File: config.mk
export PLATFORM = sky130hd
export DESIGN_NAME = mc_chroma_ref_fetch4x4_flat
export DESIGN_NICKNAME = d
export VERILOG_FILES = /design/src/rtl/mc_chroma_ref_fetch4x4_if.sv /design/src/rtl/mc_chroma_ref_fetch4x4.sv /design/src/flat_wrapper.sv
export SDC_FILE = /design/constraint.sdc
export NUM_CORES = 1
export LEC_CHECK = 0
export BUFFER_PORTS_ARGS = -buffer_cell sky130_fd_sc_hd__buf_2
export CELL_PAD_IN_SITES_DETAIL_PLACEMENT = 2
export CELL_PAD_IN_SITES_GLOBAL_PLACEMENT = 2
export CORE_MARGIN = 5
export CORE_UTILIZATION = 34
export DETAILED_ROUTE_END_ITERATION = 6
export GPL_ROUTABILITY_DRIVEN = 0
export PLACE_DENSITY_LB_ADDON = 0.1
export REMOVE_ABC_BUFFERS = 1
export SETUP_SLACK_MARGIN = 0.1
export SYNTH_ARGS = -nofsm -noshare
export SYNTH_HDL_FRONTEND = slang
export SYNTH_SLANG_ARGS = --single-unit
File: constraint.sdc
create_clock -name clk -period 1.9 [get_ports clk]
set_input_delay 0.19 -clock clk [delete_from_list [all_inputs] [get_ports clk]]
set_output_delay 0.19 -clock clk [all_outputs]
set_load 0.02 [all_outputs]
File: src/rtl/mc_chroma_ref_fetch4x4_if.sv
// mc_chroma_ref_fetch4x4_if
//   Signal bundle around the chroma reference fetcher: block request/status,
//   the search-window SRAM read port and the reference-row stream towards the
//   4x4 chroma interpolator.
//   master : the fetcher (drives status, SRAM read requests and rows)
//   slave  : the surrounding logic (address generator, SRAM, interpolator)
// Ports (signal names as seen by the fetcher):
//   start_i, ref_x_i, ref_y_i, frac_i     block request
//   busy_o, done_o                        block status
//   ref_rd_en_o, ref_rd_addr_o            SRAM read request
//   ref_rd_data_i                         SRAM read data (1-cycle latency)
//   frac_o, blk_start_o, refuv_valid_o,
//   refuv_p0_o..refuv_p6_o                reference-row stream
`timescale 1ns/1ps
interface mc_chroma_ref_fetch4x4_if #(
    parameter int PIXEL_WIDTH = 8,
    parameter int X_W         = 6,
    parameter int Y_W         = 6,
    parameter int ADDR_W      = 9
);
    logic                     start_i;
    logic [X_W-1:0]           ref_x_i;
    logic [Y_W-1:0]           ref_y_i;
    logic [5:0]               frac_i;
    logic                     busy_o;
    logic                     done_o;
    logic                     ref_rd_en_o;
    logic [ADDR_W-1:0]        ref_rd_addr_o;
    logic [8*PIXEL_WIDTH-1:0] ref_rd_data_i;
    logic [5:0]               frac_o;
    logic                     blk_start_o;
    logic                     refuv_valid_o;
    logic [PIXEL_WIDTH-1:0]   refuv_p0_o;
    logic [PIXEL_WIDTH-1:0]   refuv_p1_o;
    logic [PIXEL_WIDTH-1:0]   refuv_p2_o;
    logic [PIXEL_WIDTH-1:0]   refuv_p3_o;
    logic [PIXEL_WIDTH-1:0]   refuv_p4_o;
    logic [PIXEL_WIDTH-1:0]   refuv_p5_o;
    logic [PIXEL_WIDTH-1:0]   refuv_p6_o;

    modport master (
        input  start_i, ref_x_i, ref_y_i, frac_i, ref_rd_data_i,
        output busy_o, done_o, ref_rd_en_o, ref_rd_addr_o, frac_o,
               blk_start_o, refuv_valid_o,
               refuv_p0_o, refuv_p1_o, refuv_p2_o, refuv_p3_o,
               refuv_p4_o, refuv_p5_o, refuv_p6_o
    );

    modport slave (
        output start_i, ref_x_i, ref_y_i, frac_i, ref_rd_data_i,
        input  busy_o, done_o, ref_rd_en_o, ref_rd_addr_o, frac_o,
               blk_start_o, refuv_valid_o,
               refuv_p0_o, refuv_p1_o, refuv_p2_o, refuv_p3_o,
               refuv_p4_o, refuv_p5_o, refuv_p6_o
    );
endinterface

File: src/rtl/mc_chroma_ref_fetch4x4.sv
// mc_chroma_ref_fetch4x4
//   Fetches a 7x7 integer chroma reference patch from the search-window SRAM
//   (8 pixels per word) and streams it row by row to the 4x4 chroma
//   fractional interpolator, preceded by a one-cycle block-start pulse.
//   Rows whose 7 pixels straddle a word boundary need two reads (A, B);
//   otherwise one read per row.
// Ports:
//   clk   clock
//   rstn  asynchronous active-low reset
//   bus   master side of mc_chroma_ref_fetch4x4_if (request, status,
//         SRAM read port, reference-row stream)
`timescale 1ns/1ps
module mc_chroma_ref_fetch4x4 #(
    parameter int PIXEL_WIDTH = 8,
    parameter int SW_W        = 64,
    parameter int SW_H        = 64,
    parameter int X_W         = 6,
    parameter int Y_W         = 6,
    parameter int ADDR_W      = 9
) (
    input  logic                     clk,
    input  logic                     rstn,
    mc_chroma_ref_fetch4x4_if.master bus
);

    localparam int WPR = SW_W / 8;  // SRAM words per search-window row

    if ((SW_W % 8 != 0) || (WPR * SW_H > (1 << ADDR_W))) begin : g_param_check
        $error("mc_chroma_ref_fetch4x4: SW_W/SW_H do not fit ADDR_W");
    end

    typedef enum logic [1:0] {
        IDLE  = 2'd0,
        KICK  = 2'd1,
        FETCH = 2'd2,
        DRAIN = 2'd3
    } state_t;

    state_t                  state_q, state_d;
    logic [2:0]              off_q, off_d;        // x[2:0], pixel offset inside word A
    logic [5:0]              frac_q, frac_d;
    logic                    span_q, span_d;
    logic [2:0]              row_q, row_d;
    logic                    phase_q, phase_d;    // 0: word A, 1: word B
    logic [ADDR_W-1:0]       row_addr_q, row_addr_d;

    // Per-read tags, delayed one cycle to line up with the returning data.
    logic                    iss_a, iss_last, iss_final;
    logic                    ret_a_q, ret_last_q, ret_final_q;

    logic [8*PIXEL_WIDTH-1:0] a_q;
    logic [PIXEL_WIDTH-1:0]   pix_q [7];
    logic [PIXEL_WIDTH-1:0]   row_pix [7];
    logic                     valid_q;
    logic                     done_q;

    logic [X_W-1:0]           req_x;
    logic [Y_W-1:0]           req_y;
    logic                     rd_en;
    logic [ADDR_W-1:0]        rd_addr;

    assign req_x = bus.ref_x_i;
    assign req_y = bus.ref_y_i;

    // ------------------------------------------------------------------
    // FSM state register
    // ------------------------------------------------------------------
    always_ff @(posedge clk or negedge rstn) begin
        if (!rstn) begin
            state_q <= IDLE;
        end else begin
            state_q <= state_d;
        end
    end

    // ------------------------------------------------------------------
    // FSM next state, read issue and request latching
    // ------------------------------------------------------------------
    always_comb begin
        state_d    = state_q;
        off_d      = off_q;
        frac_d     = frac_q;
        span_d     = span_q;
        row_d      = row_q;
        phase_d    = phase_q;
        row_addr_d = row_addr_q;
        rd_en      = 1'b0;
        rd_addr    = row_addr_q + ADDR_W'(phase_q);
        iss_a      = 1'b0;
        iss_last   = 1'b0;
        iss_final  = 1'b0;

        case (state_q)
            IDLE: begin
                if (bus.start_i) begin
                    off_d      = req_x[2:0];
                    frac_d     = bus.frac_i;
                    span_d     = (req_x[2:0] > 3'd1);
                    row_d      = '0;
                    phase_d    = 1'b0;
                    row_addr_d = ADDR_W'(req_y * WPR) + ADDR_W'(req_x >> 3);
                    state_d    = KICK;
                end
            end
            KICK: begin
                state_d = FETCH;
            end
            FETCH: begin
                rd_en = 1'b1;
                if (!span_q || phase_q) begin
                    // Last read of this row: the next row starts next cycle.
                    iss_last  = 1'b1;
                    iss_final = (row_q == 3'd6);
                    phase_d   = 1'b0;
                    if (row_q == 3'd6) begin
                        state_d = DRAIN;
                    end else begin
                        row_d      = row_q + 3'd1;
                        row_addr_d = row_addr_q + ADDR_W'(WPR);
                    end
                end else begin
                    iss_a   = 1'b1;
                    phase_d = 1'b1;
                end
            end
            DRAIN: begin
                if (done_q) begin
                    state_d = IDLE;
                end
            end
            default: state_d = IDLE;
        endcase
    end

    always_ff @(posedge clk or negedge rstn) begin
        if (!rstn) begin
            off_q      <= '0;
            frac_q     <= '0;
            span_q     <= 1'b0;
            row_q      <= '0;
            phase_q    <= 1'b0;
            row_addr_q <= '0;
        end else begin
            off_q      <= off_d;
            frac_q     <= frac_d;
            span_q     <= span_d;
            row_q      <= row_d;
            phase_q    <= phase_d;
            row_addr_q <= row_addr_d;
        end
    end

    // ------------------------------------------------------------------
    // Row assembly. In span mode word A was captured a cycle earlier and
    // word B is on the read bus; otherwise the whole row is in the word on
    // the read bus. Pixel 0 of a word sits in its most significant byte.
    // ------------------------------------------------------------------
    logic [8*PIXEL_WIDTH-1:0]  word_a, word_b;
    logic [16*PIXEL_WIDTH-1:0] shifted;

    always_comb begin
        word_a  = span_q ? a_q : bus.ref_rd_data_i;
        word_b  = span_q ? bus.ref_rd_data_i : '0;
        shifted = {word_a, word_b} << (off_q * PIXEL_WIDTH);
        for (int unsigned i = 0; i < 7; i++) begin
            row_pix[i] = shifted[PIXEL_WIDTH*(16-i)-1 -: PIXEL_WIDTH];
        end
    end

    always_ff @(posedge clk or negedge rstn) begin
        if (!rstn) begin
            ret_a_q     <= 1'b0;
            ret_last_q  <= 1'b0;
            ret_final_q <= 1'b0;
            a_q         <= '0;
            valid_q     <= 1'b0;
            done_q      <= 1'b0;
            for (int unsigned i = 0; i < 7; i++) begin
                pix_q[i] <= '0;
            end
        end else begin
            ret_a_q     <= iss_a;
            ret_last_q  <= iss_last;
            ret_final_q <= iss_final;
            valid_q     <= 1'b0;
            done_q      <= 1'b0;
            if (ret_a_q) begin
                a_q <= bus.ref_rd_data_i;
            end
            if (ret_last_q) begin
                valid_q <= 1'b1;
                done_q  <= ret_final_q;
                for (int unsigned i = 0; i < 7; i++) begin
                    pix_q[i] <= row_pix[i];
                end
            end
        end
    end

    // ------------------------------------------------------------------
    // Outputs
    // ------------------------------------------------------------------
    assign bus.busy_o        = (state_q != IDLE);
    assign bus.blk_start_o   = (state_q == KICK);
    assign bus.ref_rd_en_o   = rd_en;
    assign bus.ref_rd_addr_o = rd_addr;
    assign bus.frac_o        = frac_q;
    assign bus.refuv_valid_o = valid_q;
    assign bus.done_o        = done_q;
    assign bus.refuv_p0_o    = pix_q[0];
    assign bus.refuv_p1_o    = pix_q[1];
    assign bus.refuv_p2_o    = pix_q[2];
    assign bus.refuv_p3_o    = pix_q[3];
    assign bus.refuv_p4_o    = pix_q[4];
    assign bus.refuv_p5_o    = pix_q[5];
    assign bus.refuv_p6_o    = pix_q[6];

endmodule

File: src/flat_wrapper.sv
// flat-port wrapper written by rule: the top's interface ports become plain ports
module mc_chroma_ref_fetch4x4_flat 
#(
    parameter int PIXEL_WIDTH = 8,
    parameter int SW_W        = 64,
    parameter int SW_H        = 64,
    parameter int X_W         = 6,
    parameter int Y_W         = 6,
    parameter int ADDR_W      = 9
)
  (clk, rstn, bus_start_i, bus_ref_x_i, bus_ref_y_i, bus_frac_i, bus_ref_rd_data_i, bus_busy_o, bus_done_o, bus_ref_rd_en_o, bus_ref_rd_addr_o, bus_frac_o, bus_blk_start_o, bus_refuv_valid_o, bus_refuv_p0_o, bus_refuv_p1_o, bus_refuv_p2_o, bus_refuv_p3_o, bus_refuv_p4_o, bus_refuv_p5_o, bus_refuv_p6_o);
  mc_chroma_ref_fetch4x4_if #(.PIXEL_WIDTH(PIXEL_WIDTH), .X_W(X_W), .Y_W(Y_W), .ADDR_W(ADDR_W)) bus_i ();
  input  logic clk;
  input  logic rstn;
  input wire logic [$bits(bus_i.start_i)-1:0] bus_start_i;
  input wire logic [$bits(bus_i.ref_x_i)-1:0] bus_ref_x_i;
  input wire logic [$bits(bus_i.ref_y_i)-1:0] bus_ref_y_i;
  input wire logic [$bits(bus_i.frac_i)-1:0] bus_frac_i;
  input wire logic [$bits(bus_i.ref_rd_data_i)-1:0] bus_ref_rd_data_i;
  output wire logic [$bits(bus_i.busy_o)-1:0] bus_busy_o;
  output wire logic [$bits(bus_i.done_o)-1:0] bus_done_o;
  output wire logic [$bits(bus_i.ref_rd_en_o)-1:0] bus_ref_rd_en_o;
  output wire logic [$bits(bus_i.ref_rd_addr_o)-1:0] bus_ref_rd_addr_o;
  output wire logic [$bits(bus_i.frac_o)-1:0] bus_frac_o;
  output wire logic [$bits(bus_i.blk_start_o)-1:0] bus_blk_start_o;
  output wire logic [$bits(bus_i.refuv_valid_o)-1:0] bus_refuv_valid_o;
  output wire logic [$bits(bus_i.refuv_p0_o)-1:0] bus_refuv_p0_o;
  output wire logic [$bits(bus_i.refuv_p1_o)-1:0] bus_refuv_p1_o;
  output wire logic [$bits(bus_i.refuv_p2_o)-1:0] bus_refuv_p2_o;
  output wire logic [$bits(bus_i.refuv_p3_o)-1:0] bus_refuv_p3_o;
  output wire logic [$bits(bus_i.refuv_p4_o)-1:0] bus_refuv_p4_o;
  output wire logic [$bits(bus_i.refuv_p5_o)-1:0] bus_refuv_p5_o;
  output wire logic [$bits(bus_i.refuv_p6_o)-1:0] bus_refuv_p6_o;
  assign bus_i.start_i = bus_start_i;
  assign bus_i.ref_x_i = bus_ref_x_i;
  assign bus_i.ref_y_i = bus_ref_y_i;
  assign bus_i.frac_i = bus_frac_i;
  assign bus_i.ref_rd_data_i = bus_ref_rd_data_i;
  assign bus_busy_o = bus_i.busy_o;
  assign bus_done_o = bus_i.done_o;
  assign bus_ref_rd_en_o = bus_i.ref_rd_en_o;
  assign bus_ref_rd_addr_o = bus_i.ref_rd_addr_o;
  assign bus_frac_o = bus_i.frac_o;
  assign bus_blk_start_o = bus_i.blk_start_o;
  assign bus_refuv_valid_o = bus_i.refuv_valid_o;
  assign bus_refuv_p0_o = bus_i.refuv_p0_o;
  assign bus_refuv_p1_o = bus_i.refuv_p1_o;
  assign bus_refuv_p2_o = bus_i.refuv_p2_o;
  assign bus_refuv_p3_o = bus_i.refuv_p3_o;
  assign bus_refuv_p4_o = bus_i.refuv_p4_o;
  assign bus_refuv_p5_o = bus_i.refuv_p5_o;
  assign bus_refuv_p6_o = bus_i.refuv_p6_o;
  mc_chroma_ref_fetch4x4 #(.PIXEL_WIDTH(PIXEL_WIDTH), .SW_W(SW_W), .SW_H(SW_H), .X_W(X_W), .Y_W(Y_W), .ADDR_W(ADDR_W)) u_core (.clk(clk), .rstn(rstn), .bus(bus_i));
endmodule
==> results.json <==
{
  "status": "finished, final reports clean",
  "whs_ns": 0.0226,
  "grt_use_total_pct": 22.8,
  "vias": 8214,
  "cts_htree_levels": 4,
  "finalClockSkew_ns": 0.0111,
  "cp-end-kind": "primary output",
  "grt_pass1_wl_microns": 55300,
  "power_density_nw_per_um2": 2090,
  "drive_above_1_share_pct": 49.7,
  "synth-seq-cells": 150,
  "synth_common_cells": "150 x dfrtp_1, 120 x mux2i_1, 104 x mux2_2",
  "antenna_found_initial": 7,
  "syn_inst": 848,
  "period_minus_slack_ns": 1.88,
  "synth-compound-area-share_pct": 13.7,
  "min_path_cells": 2,
  "path_class": "reg -> out",
  "synth_fa_ha_area_share_pct": 1.43,
  "wl_microns": 37100,
  "ff2ff_path_depth": 6,
  "seqCellArea_sq_um": 3770,
  "period_share_pct": 99.1,
  "cts_root_buffer": "clkbuf_16",
  "place_area_sq_um": 11200,
  "cts.path.max_buffers": 2,
  "synth_top_family_by_area": "multiplexers",
  "yosysUniqueCellTypes": 56,
  "die_y_microns": 178,
  "holdCritPathClass": "in -> reg",
  "drt_iter0_drc": 504,
  "fin_nets": 1168,
  "cap_violations": 0,
  "maxSlewViolCount": 0,
  "slew_headroom_pct": 70.6,
  "synth.most_common_cell": "dfrtp_1",
  "cts.sinks": 150,
  "post-route-util_pct": 46.2,
  "dp_hpwl_microns": 24700,
  "ys_seq_area_share_pct": 38.9,
  "tritoncts": "done",
  "routedWlPerCell_microns": 25.3,
  "async_flop_share_pct": 100,
  "cts.clk_slew.worst_paths_ns": 0.07,
  "ys.flop_type": "dfrtp_1",
  "die_w_microns": 178,
  "synth_mux_area_share_pct": 32.9,
  "dr.pass1.iters": 4,
  "worst_slack_ns": 0.0177,
  "synth_top_area_cell": "dfrtp_1",
  "synth.area.top_cells": "dfrtp_1 39%, mux2i_1 12%, mux2_2 12%",
  "coreArea_sq_um": 27900,
  "hold_viol": 0,
  "synth-simple-area-share_pct": 6.66,
  "drc_errors": 0,
  "synth-edff-count": 0,
  "design_area_sq_um": 12900,
  "viasPerCell": 5.61,
  "p_leak_uw": 0.00571,
  "rsz0062_at_grt": "true",
  "portBuffers": 160,
  "required_ns": 1.71,
  "cts_buffers": 17,
  "crit_fanout": 3,
  "start_util_pct": 34.6,
  "multiInputGateArea_sq_um": 5820,
  "fill_cells": 2874,
  "postRouteAntennaNets": 0,
  "arrival_ns": 1.69,
  "startpoint_type": "flip-flop",
  "synth_top_area_share_pct": 38.9,
  "fmax_mhz": 531,
  "syn_area_sq_um": 9650,
  "worst_pin_slew_ns": 0.441,
  "io_pins": 161,
  "synth.avg_cell_area_sq_um": 11.4,
  "syn_to_final_growth_pct": 33.8,
  "yosys_warnings": 0,
  "rows": 61,
  "setup_viol": 0,
  "gr-total-overflow": 0,
  "die_area_sq_um": 31900,
  "grt_max_degree": 53,
  "ir_worst_vdd_v": 0.000852,
  "grt_pass1_vias": 8997,
  "dp_slack_ns": -0.119,
  "synth_xor_xnor_area_share_pct": 0.635,
  "worstSkewPairLatency_ns": 0.43
}
[worst paths after layout]
path	start	to	slack, ns
hold / removal	bus_ref_rd_data_i[9]	u_core.a_q[9]	0.02
setup reg to reg	u_core.off_q[0]	u_core.bus.refuv_p1_o[2]	0.04
setup / recovery	u_core.row_addr_q[3]	bus_ref_rd_addr_o[8]	0.02
max in group asynchronous	rstn	u_core.a_q[19]	1.09
min in group asynchronous	rstn	u_core.bus.refuv_p0_o[4]	0.19
hold reg to reg	u_core.bus.refuv_p4_o[7]	u_core.bus.refuv_p4_o[7]	0.48
[sequential cells by signal, indices dropped and copies added, names as in the netlist]
| name | cells |
|---|---|
| u_core.state_q | 2 |
| u_core.bus.refuv_p1_o | 8 |
| u_core.row_q | 3 |
| u_core.bus.refuv_p0_o | 8 |
| u_core.bus.refuv_p3_o | 8 |
| u_core.ret_final_q | 1 |
| u_core.ret_a_q | 1 |
| u_core.ret_last_q | 1 |
| u_core.span_q | 1 |
| u_core.bus.refuv_valid_o | 1 |
| u_core.phase_q | 1 |
| u_core.bus.refuv_p5_o | 8 |
| u_core.bus.frac_o | 6 |
| u_core.row_addr_q | 9 |
| u_core.a_q | 64 |
| u_core.bus.done_o | 1 |
| u_core.off_q | 3 |
| u_core.bus.refuv_p6_o | 8 |
| u_core.bus.refuv_p4_o | 8 |
| u_core.bus.refuv_p2_o | 8 |
[placed cells by master, fill, tap and decap left out, types with 6 or more instances in the layout]
cell type / synthesis / layout
buf_2: 9 / 153
dfrtp_1: 150 / 142
mux2i_1: 120 / 97
mux2_2: 104 / 92
buf_4: 10 / 74
nand2_1: 48 / 48
mux4_2: 31 / 35
a21oi_1: 33 / 30
nor2_1: 28 / 27
inv_1: 25 / 22
o21ai_0: 33 / 22
clkbuf_16: 0 / 20
o211ai_1: 18 / 18
buf_12: 0 / 18
mux2i_2: 0 / 16
o22ai_1: 17 / 15
o221ai_1: 16 / 13
mux2_4: 0 / 12
o21ai_1: 9 / 12
a31oi_1: 11 / 11
nand2b_1: 14 / 11
o21a_1: 10 / 10
dlygate4sd3_1: 1 / 10
o21bai_1: 8 / 8
o21ai_2: 0 / 8
buf_6: 9 / 8
mux2i_4: 0 / 7
nor2b_1: 9 / 7
a22oi_2: 0 / 7
a22oi_1: 14 / 7
a221oi_2: 7 / 7
o221a_2: 7 / 7
ha_1: 11 / 6
inv_6: 0 / 6
[power by group]
group | internal [uW] | switching [uW]
logic | 8320 | 8720
clock network | 1970 | 1570
registers | 4850 | 1500
total | 15100 | 11800
[through the flow]
stage,std cells,TNS [ns],total power [uW]
finish,1464,0,26900
global route,1464,-0.133,28500
CTS,1451,0,25800
detailed placement,1386,-0.269,20800
global placement,1386,-0.104,20400
floorplan,777,-212.56,14600
[cell type report]
type	instances	area share (%)
Multi-Input combinational cell	601	45.1
Sequential cell	150	29.2
Timing Repair Buffer	276	16.7
Tap cell	378	3.66
Clock buffer	17	3.29
Clock inverter	15	1.29
Inverter	26	0.756
Antenna cell	1	0.0194
[cells by family after synthesis]
family | after synthesis
xor gates and xnor gates | 7
muxes | 259
DFF | 150
adders and majority gates | 11
buffers and inverters | 97
and+or+nand+nor | 133
AOI/OAI and AO/OA | 191
[worst max-delay path, cell delays in order, from the launching register on]
cell	delay, ns
dfrtp_2	0.41
and3_4	0.22
and3_4	0.20
nand3_4	0.08
xnor2_2	0.18
buf_4	0.16
[metal layers]
layer | global-route usage [%] | up-vias | wire length (microns)
met2 | 39.0 | 206 | 18500
met1 | 29.4 | 4305 | 16100
met5 | 0 | - | 64
met3 | 5.57 | 45 | 1860
met4 | 4.57 | 12 | 553
li1 | - | 3646 | -
[repair_timing]
item / 4_1_cts / 5_1_grt
endpoints found under the setup margin: 66 / 67
hold endpoints to repair: 137 / 0
gates resized for setup: 73 / 83
setup buffers: 18 / 9
hold buffers: 10 / 0
gates cloned: 5 / 3
pin swaps: 7 / 25
Power figures use the tool's default switching activity.
